### src/rtl/serial_alu.sv
// Multi-cycle ALU: WIDTH-bit operands processed STEP bits per clock through one slice with a registered carry.
// Define SERIAL_ALU_FLAGS_EN to build the overflow and zero flag logic; otherwise both flags are tied low.
module serial_alu #(
  parameter int WIDTH = 32,
  parameter int STEP  = 1
) (
  input  logic             clk,
  input  logic             reset,
  input  logic             start,
  input  logic [WIDTH-1:0] A,
  input  logic [WIDTH-1:0] B,
  input  logic             Cin,
  input  logic [3:0]       Opcode,
  output logic [WIDTH-1:0] result,
  output logic             carry_out,
  output logic             overflow,
  output logic             zero,
  output logic             busy,
  output logic             done
);
  localparam int N  = WIDTH / STEP;
  localparam int CW = (N > 1) ? $clog2(N) : 1;
  localparam logic [CW-1:0] LAST = CW'(N - 1);

  localparam logic [3:0] OP_ADD = 4'b0000;
  localparam logic [3:0] OP_SUB = 4'b1000;
  localparam logic [3:0] OP_AND = 4'b0001;
  localparam logic [3:0] OP_OR  = 4'b0010;
  localparam logic [3:0] OP_XOR = 4'b0011;

  typedef enum logic [1:0] {
    S_IDLE = 2'd0,
    S_RUN  = 2'd1,
    S_DONE = 2'd2
  } state_t;

  state_t           r_state;
  state_t           w_next;
  logic             w_accept;
  logic             w_last;
  logic [WIDTH-1:0] r_a;
  logic [WIDTH-1:0] r_b;
  logic [WIDTH-1:0] r_res;
  logic [3:0]       r_op;
  logic             r_carry;
  logic [CW-1:0]    r_cnt;
  logic             r_cout;
  logic             r_busy;
  logic             r_done;
  logic [STEP-1:0]  w_a;
  logic [STEP-1:0]  w_b;
  logic [STEP-1:0]  w_chunk;
  logic [STEP:0]    w_sum;
  logic             w_is_sub;
  logic             w_is_arith;
  logic             w_cout;
  logic [WIDTH-1:0] w_res_next;

  // Next-state logic; a start is only accepted outside RUN.
  always_comb begin
    w_next   = r_state;
    w_accept = 1'b0;
    w_last   = 1'b0;
    case (r_state)
      S_IDLE, S_DONE: begin
        if (start) begin
          w_next   = S_RUN;
          w_accept = 1'b1;
        end else begin
          w_next   = S_IDLE;
        end
      end
      S_RUN: begin
        if (r_cnt == LAST) begin
          w_next = S_DONE;
          w_last = 1'b1;
        end else begin
          w_next = S_RUN;
        end
      end
      default: w_next = S_IDLE;
    endcase
  end

  // State register with registered busy/done decoded from the next state.
  always_ff @(posedge clk or posedge reset) begin
    if (reset) begin
      r_state <= S_IDLE;
      r_busy  <= 1'b0;
      r_done  <= 1'b0;
    end else begin
      r_state <= w_next;
      r_busy  <= (w_next == S_RUN);
      r_done  <= (w_next == S_DONE);
    end
  end

  // Shared slice: subtract is A + ~B with the inverted borrow preloaded into the carry register.
  always_comb begin
    w_is_sub   = (r_op == OP_SUB);
    w_is_arith = (r_op == OP_ADD) || w_is_sub;
    w_a        = r_a[STEP-1:0];
    w_b        = w_is_sub ? ~r_b[STEP-1:0] : r_b[STEP-1:0];
    w_sum      = {1'b0, w_a} + {1'b0, w_b} + (STEP+1)'(r_carry);
    case (r_op)
      OP_ADD, OP_SUB: w_chunk = w_sum[STEP-1:0];
      OP_AND:         w_chunk = w_a & w_b;
      OP_OR:          w_chunk = w_a | w_b;
      OP_XOR:         w_chunk = w_a ^ w_b;
      default:        w_chunk = {STEP{1'b0}};
    endcase
    w_cout     = w_is_sub ? ~w_sum[STEP] : (w_is_arith & w_sum[STEP]);
    w_res_next = (r_res >> STEP) | (WIDTH'(w_chunk) << (WIDTH - STEP));
  end

  // Operand capture, chunk sequencing and result/carry registers.
  always_ff @(posedge clk or posedge reset) begin
    if (reset) begin
      r_a     <= {WIDTH{1'b0}};
      r_b     <= {WIDTH{1'b0}};
      r_res   <= {WIDTH{1'b0}};
      r_op    <= 4'b0000;
      r_carry <= 1'b0;
      r_cnt   <= {CW{1'b0}};
      r_cout  <= 1'b0;
    end else if (w_accept) begin
      r_a     <= A;
      r_b     <= B;
      r_op    <= Opcode;
      r_carry <= (Opcode == OP_SUB) ? ~Cin : ((Opcode == OP_ADD) ? Cin : 1'b0);
      r_cnt   <= {CW{1'b0}};
    end else if (r_state == S_RUN) begin
      r_a     <= r_a >> STEP;
      r_b     <= r_b >> STEP;
      r_res   <= w_res_next;
      r_carry <= w_sum[STEP];
      r_cnt   <= r_cnt + CW'(1);
      if (w_last) begin
        r_cout <= w_cout;
      end
    end
  end

`ifdef SERIAL_ALU_FLAGS_EN
  logic r_zacc;
  logic r_ovf;
  logic r_zero;
  logic w_valid;
  logic w_msb_cin;

  // Carry into the slice MSB is recovered from the sum bit, so no extra split adder is needed.
  always_comb begin
    w_valid   = w_is_arith || (r_op == OP_AND) || (r_op == OP_OR) || (r_op == OP_XOR);
    w_msb_cin = w_a[STEP-1] ^ w_b[STEP-1] ^ w_sum[STEP-1];
  end

  // Zero accumulator and final overflow/zero flags.
  always_ff @(posedge clk or posedge reset) begin
    if (reset) begin
      r_zacc <= 1'b0;
      r_ovf  <= 1'b0;
      r_zero <= 1'b0;
    end else if (w_accept) begin
      r_zacc <= 1'b1;
    end else if (r_state == S_RUN) begin
      if (|w_chunk) begin
        r_zacc <= 1'b0;
      end
      if (w_last) begin
        r_ovf  <= w_is_arith & (w_msb_cin ^ w_sum[STEP]);
        r_zero <= w_valid & r_zacc & ~(|w_chunk);
      end
    end
  end

  assign overflow = r_ovf;
  assign zero     = r_zero;
`else
  assign overflow = 1'b0;
  assign zero     = 1'b0;
`endif

  assign result    = r_res;
  assign carry_out = r_cout;
  assign busy      = r_busy;
  assign done      = r_done;

endmodule
### config.mk
export PLATFORM = sky130hd
export DESIGN_NAME = serial_alu
export DESIGN_NICKNAME = d
export VERILOG_FILES = /design/src/rtl/serial_alu.sv
export SDC_FILE = /design/constraint.sdc
export NUM_CORES = 1
export LEC_CHECK = 0
export ABC_CLOCK_PERIOD_IN_PS = 4900
export BUFFER_PORTS_ARGS = -buffer_cell sky130_fd_sc_hd__buf_2
export CAP_MARGIN = 10
export CORE_MARGIN = 8
export CORE_UTILIZATION = 30
export CTS_BUF_LIST = sky130_fd_sc_hd__clkbuf_2 sky130_fd_sc_hd__clkbuf_4 sky130_fd_sc_hd__clkbuf_8
export DETAILED_ROUTE_END_ITERATION = 6
export GPL_ROUTABILITY_DRIVEN = 0
export SYNTH_ARGS = -nofsm -noshare
export SYNTH_HDL_FRONTEND = slang
export SYNTH_SLANG_ARGS = --single-unit
### constraint.sdc
create_clock -name clk -period 4.9 [get_ports clk]
set_input_delay 0.98 -clock clk [delete_from_list [all_inputs] [get_ports clk]]
set_output_delay 0.98 -clock clk [all_outputs]
set_load 0.005 [all_outputs]
; After elaboration in Yosys (flattened, before gate mapping)
; Cells that the tools add are included.
[word_totals]
reg_bits = 111
output_inout_bits = 37
inputBits = 72
word_cells = 61
[op_classes]
reduce_logical = 9
bitwise = 9
addsub = 3
muxes = 20
n_eq_ne = 10
[op_table]
columns = op, n
row1 = 32-bit two-way mux, 4
row2 = 31-bit by 32-bit OR with 32-bit output, 1
row3 = 1-bit two-way mux, 11
row4 = 5-bit two-way mux, 2
row5 = "4-bit by 2-bit equality test with 1-bit output, second input constant", 2
row6 = "4-bit equality test, second input constant", 2
row7 = 4-bit logical NOT, 2
row8 = "5-bit by 1-bit adder with 5-bit output, second input constant", 1
row9 = "5-bit equality test, second input constant", 1
row10 = "2-bit by 1-bit equality test with 1-bit output, second input constant", 2
row11 = "2-bit equality test, second input constant", 2
row12 = "4-bit by 1-bit equality test with 1-bit output, second input constant", 1
row13 = 1-bit inverter, 4
row14 = 1-bit case mux with 4 select lines, 1
row15 = 2-bit case mux with 2 select lines, 1
row16 = 2-bit OR reduction, 2
row17 = 3-bit AND reduction, 1
row18 = 1-bit by 1-bit adder with 2-bit output, 1
row19 = 2-bit by 1-bit adder with 2-bit output, 1
row20 = 1-bit AND, 2
row21 = 2-bit logical NOT, 1
row22 = 2-bit two-way mux, 1
row23 = 2-bit AND reduction, 1
row24 = 2-bit nonzero test, 1
row25 = 3 further kinds, 3

; Depth between registers and ports, before layout
[depth]
word_depth = 6
ltp_mapped = 8
ltp_nobuf = 8

; Worst setup path after synthesis
; Ideal clock, no wire load.
[synth_path]
kind = register to register
start = register r_op[1]
end = register r_res[31] (netlist: result[31])
period_less_slack_ns = 1.966
setup_slack_ns = 2.934
setup_ns = 0.128
arrival_ns = 1.838
path_stages_with_launch = 8
required_ns = 4.772
path_buffers = 0
path_cell_list = dfrtp_1 nor3_1 nand2_1 xnor2_1 ha_1 mux4_2 a22oi_2 o31ai_1
[synth_via]
elab_chain_cells = 6
word_cells_on_any_way = 14
cone_classes = add/sub (2) / eq/ne (4) / mux (2) / bitwise (4) / reduce/logical (2)
[synth_lines]
columns = item, line_no
row1 = start: declaration, 44  ; logic [3:0] r_op;
row2 = start signal: assignment, 129  ; r_op <= Opcode;
row3 = 4-bit equality test, "100, 105"
row4 = 1-bit two-way mux, 103  ; w_b = w_is_sub ? ~r_b[STEP-1:0] : r_b[STEP-1:0];
row5 = 1-bit by 1-bit adder with 2-bit output, 104  ; w_sum = {1'b0, w_a} + {1'b0, w_b} + (STEP+1)'(r_carry);
row6 = 2-bit by 1-bit adder with 2-bit output, 104
row7 = 1-bit case mux with 4 select lines *, 105  ; case (r_op)
row8 = 31-bit by 32-bit OR with 32-bit output *, 113  ; w_res_next = (r_res >> STEP) | (WIDTH'(w_chunk) << (WIDTH - STEP));
row9 = end signal: assignment, 121  ; r_res <= {WIDTH{1'b0}};
row10 = end signal: assignment, 135  ; r_res <= w_res_next;
row11 = end: declaration, 43  ; logic [WIDTH-1:0] r_res;
; Every way passes the cells marked *; elsewhere a longest branch is shown, timed or not.
; A chain may end at the register's enable or synchronous reset.

; Worst setup path in the final report
[layout_path]
start = register r_state[0]
end = register r_cnt[3]
[layout_via]
elab_chain_cells = 4
word_cells_on_any_way = 7
cone_classes = eq/ne (2) / mux (2) / reduce/logical (3)
[layout_lines]
columns = item, line_no
row1 = start: declaration, 37  ; state_t r_state;
row2 = start signal: assignment, 92  ; r_state <= w_next;
row3 = 2-bit equality test / 2-bit logical NOT (equally long branches), 64  ; case (r_state)
row4 = 2-bit OR reduction, 64
row5 = 1-bit two-way mux, 64
row6 = 5-bit two-way mux / 2-bit nonzero test (equally long branches), --
row7 = end signal: assignment, 124  ; r_cnt <= {CW{1'b0}};
row8 = end signal: assignment, 131  ; r_cnt <= {CW{1'b0}};
row9 = end signal: assignment, 137  ; r_cnt <= r_cnt + CW'(1);
row10 = end: declaration, 46  ; logic [CW-1:0] r_cnt;
; Several ways; a longest one is shown, not always the timed one.

==> summary.txt <==
CP Max Fanout = 66
Register-to-register setup slack = 2.43 ns
Crit end category = flop
Post-Route Skew = 0.00728 ns
DP Wirelength = 7.61 mm
Drt total wl = 11.1 mm
# port buffers = 106
# hold bufs at CTS = 0
Hold WS = 0.485 ns
Layout cells sized above 1 = 24.1%
Most common cell after layout, fill and taps aside = nand2_1
Post-CTS Resized = 0
CTS Root Cell = clkbuf_8
Area post-placement = 0.00533 mm^2
Register area share after synthesis = 59.8%
Cell taking the most area after synthesis = dfrtp_1
Non-filler cells, final = 764
Clock Latency Late Sink = 0.37 ns
First-pass GRT wire length = 18.5 mm
Post-synthesis cell area = 0.00465 mm^2
Hold Path Origin = r_b[1]$_DFFE_PP0P_
Power Dens Cells = 596 mW/mm^2
Most frequent cells in the layout = nand2_1 (223), dfrtp_1 (111), buf_2 (106)
PnR Total Power = 3.29 mW
CP max stage cell = nor2b_4
Via Count = 3596
Fin Setup TNS = 0 ns
Worst path cell trace = nor2b_4 > buf_4 > nand4_1 > xor2_1 > nor2_1
Yosys reg bits = 111
Clock-pin slew on the worst setup and hold paths = 0.10 ns
Remaining antenna violation count = 0
Post-route DRC = 0
CP peak stage delay = 0.72 ns
Yosys top cell area share = 59.8%
Yosys warnings = 0
Crit path required time = 5.13 ns
Leak = 2.99 nW
Critical Path AT = 2.70 ns
Worst Path Buf+Inv = 1
Critical R2R Capture = r_cnt[3]$_DFFE_PP0P_
Worst rel slew slack = 36.3%
Max Cap Viol = 0
Ant diodes = 0
Synth Area per Inst = 9.66 um^2
Area Growth Syn to Fin = 19.0%
Core Area = 0.0151 mm^2
# IOs = 109
Initial Util = 30.7%
Status = finished, final reports clean
Global route overflow = 0
1st-iter DRT viols = 198
Share of the clock period used by the worst path = 50.4%
Top cells by area, synth = dfrtp_1 (60%), nand2_1 (18%), a22oi_1 (10%)
WL per Instance = 14.5 um
Hold Crit Class = flop to flop
RSZ-0062 raised after global routing = false
Initial antenna violation count = 0
Largest net degree at the start of global routing = 74
Critical path class = flop to flop
Sink Count = 111
TritonCTS buffer count = 9
Count of pins over their slew limit = 0
Setup Buffers After CTS = 0
R2r worst-path depth = 5
DR pass1 iterations = 6
Post-layout instance area = 0.00553 mm^2
Htree depth = 3
Fmax = 405 MHz
Critical path's top delay family = simple AND/OR/NAND/NOR gates
Synth cell types = 34
Die Height = 140 um
CTS max path bufs = 2
Number of global-route vias before repair = 3682
Site Rows = 45
Peak supply drop = 0.174 mV
Die W = 140 um
Final setup fails = 0
Worst-Margin Slew = 0.953 ns
Crit path to = r_cnt[3]$_DFFE_PP0P_
Overall routing resource usage = 11.5%
Cells after Synth = 481
Worst r2r src = r_state[0]$_DFF_PP0_
Vias per Instance = 4.71
Final net count = 647
# placed instances = 748
Post-route minimum period = 2.47 ns
Die ar. = 0.0197 mm^2
CTS tree = built
Stages on the worst setup path = 5
Setup crit start = r_state[0]$_DFF_PP0_
Setup crit start kind = flop
Hold Vio Cnt, Final = 0
worst min-delay path by stage:
| stage | end | slack, ns | cells past startpoint |
|---|---|---|---|
| finish | r_b[1]$_DFFE_PP0P_ | 0.49 | 2 |
| global route | r_b[5]$_DFFE_PP0P_ | 0.50 | 2 |
| CTS | r_b[28]$_DFFE_PP0P_ | 0.49 | 2 |
| detailed placement | r_b[1]$_DFFE_PP0P_ | 0.46 | 2 |
| global placement | r_a[30]$_DFFE_PP0P_ | 0.46 | 2 |
| floorplan | r_a[10]$_DFFE_PP0P_ | 0.45 | 2 |
worst reg2reg max path: stages, from the launching register on:
cell and delay (ns):
dfrtp_1 0.44, nor2b_4 0.73, buf_4 0.67, nand4_1 0.25
xor2_1 0.20, nor2_1 0.06
registers in the layout, summed over array words and instances, names as in the netlist:
register	flops
done	1
r_carry	1
result	32
r_a	32
carry_out	1
r_state	2
r_b	32
r_cnt	5
busy	1
r_op	4
layer usage:
layer / global-route usage (%) / routed length [um]
met5: 0 / 0
met2: 18.4 / 5300
met4: 3.28 / 146
met3: 4.21 / 667
met1: 14.3 / 4970
report_power, final:
part           leakage (nW)  switching, mW  internal (mW)
Clock                 0.104          0.300          0.267
Combinational          1.46          0.664          0.491
Sequential             1.42          0.264           1.31
Total                  2.99           1.23           2.07
kinds of logic (layout without fill, tap and decap cells):
family                   Yosys count  in the layout  share of synthesized area (%)
AO/OA/AOI/OAI                     78             78                           12.8
flip-flops                       111            111                           59.8
XOR/XNOR                           5              5                          0.942
AND/OR/NAND/NOR                  239            239                           20.0
buffers and inverters             37            131                           3.66
other                              1              2                         0.0807
multiplexers                       6              6                           1.70
adder cells (fa/ha/maj)            4              4                           1.08
cells in the mapped netlist (all sizes together):
| cell | count |
|---|---|
| nand2 | 223 |
| dfrtp | 111 |
| a22oi | 63 |
| buf | 25 |
| clkbuf | 9 |
| mux2 | 5 |
| a22o | 4 |
| ha | 4 |
| inv | 3 |
| nor2 | 3 |
| nor2b | 3 |
| nor3 | 3 |
| xor2 | 3 |
| and3 | 2 |
| nand2b | 2 |
| o21ai | 2 |
| o21bai | 2 |
| xnor2 | 2 |
| a21oi | 1 |
| a221o | 1 |
| a31o | 1 |
| a31oi | 1 |
| conb | 1 |
| mux4 | 1 |
| nand4 | 1 |
| nor3b | 1 |
| nor4bb | 1 |
| o211ai | 1 |
| o31ai | 1 |
| o32a | 1 |
stage by stage:
| stage | utilization [%] | worst slack [ns] |
|---|---|---|
| 6_report | 36.5 | 2.43 |
| 2_1_floorplan | - | 0.989 |
| 4_1_cts | 36.5 | 2.36 |
| 3_3_place_gp | 35.2 | 2.28 |
| 5_1_grt | 36.5 | 2.19 |
| 3_5_place_dp | 35.2 | 2.23 |
final cells by class:
cell class                 instances  area, um^2
fill                            1526        9610
inverter                           3        13.8
multi-input combinational        334        1730
timing repair buffer             112         576
clock inverter                     3        42.5
tap                              188         235
clock buffer                      13         160
sequential                       111        2780
(Power assumes the default switching activity.)
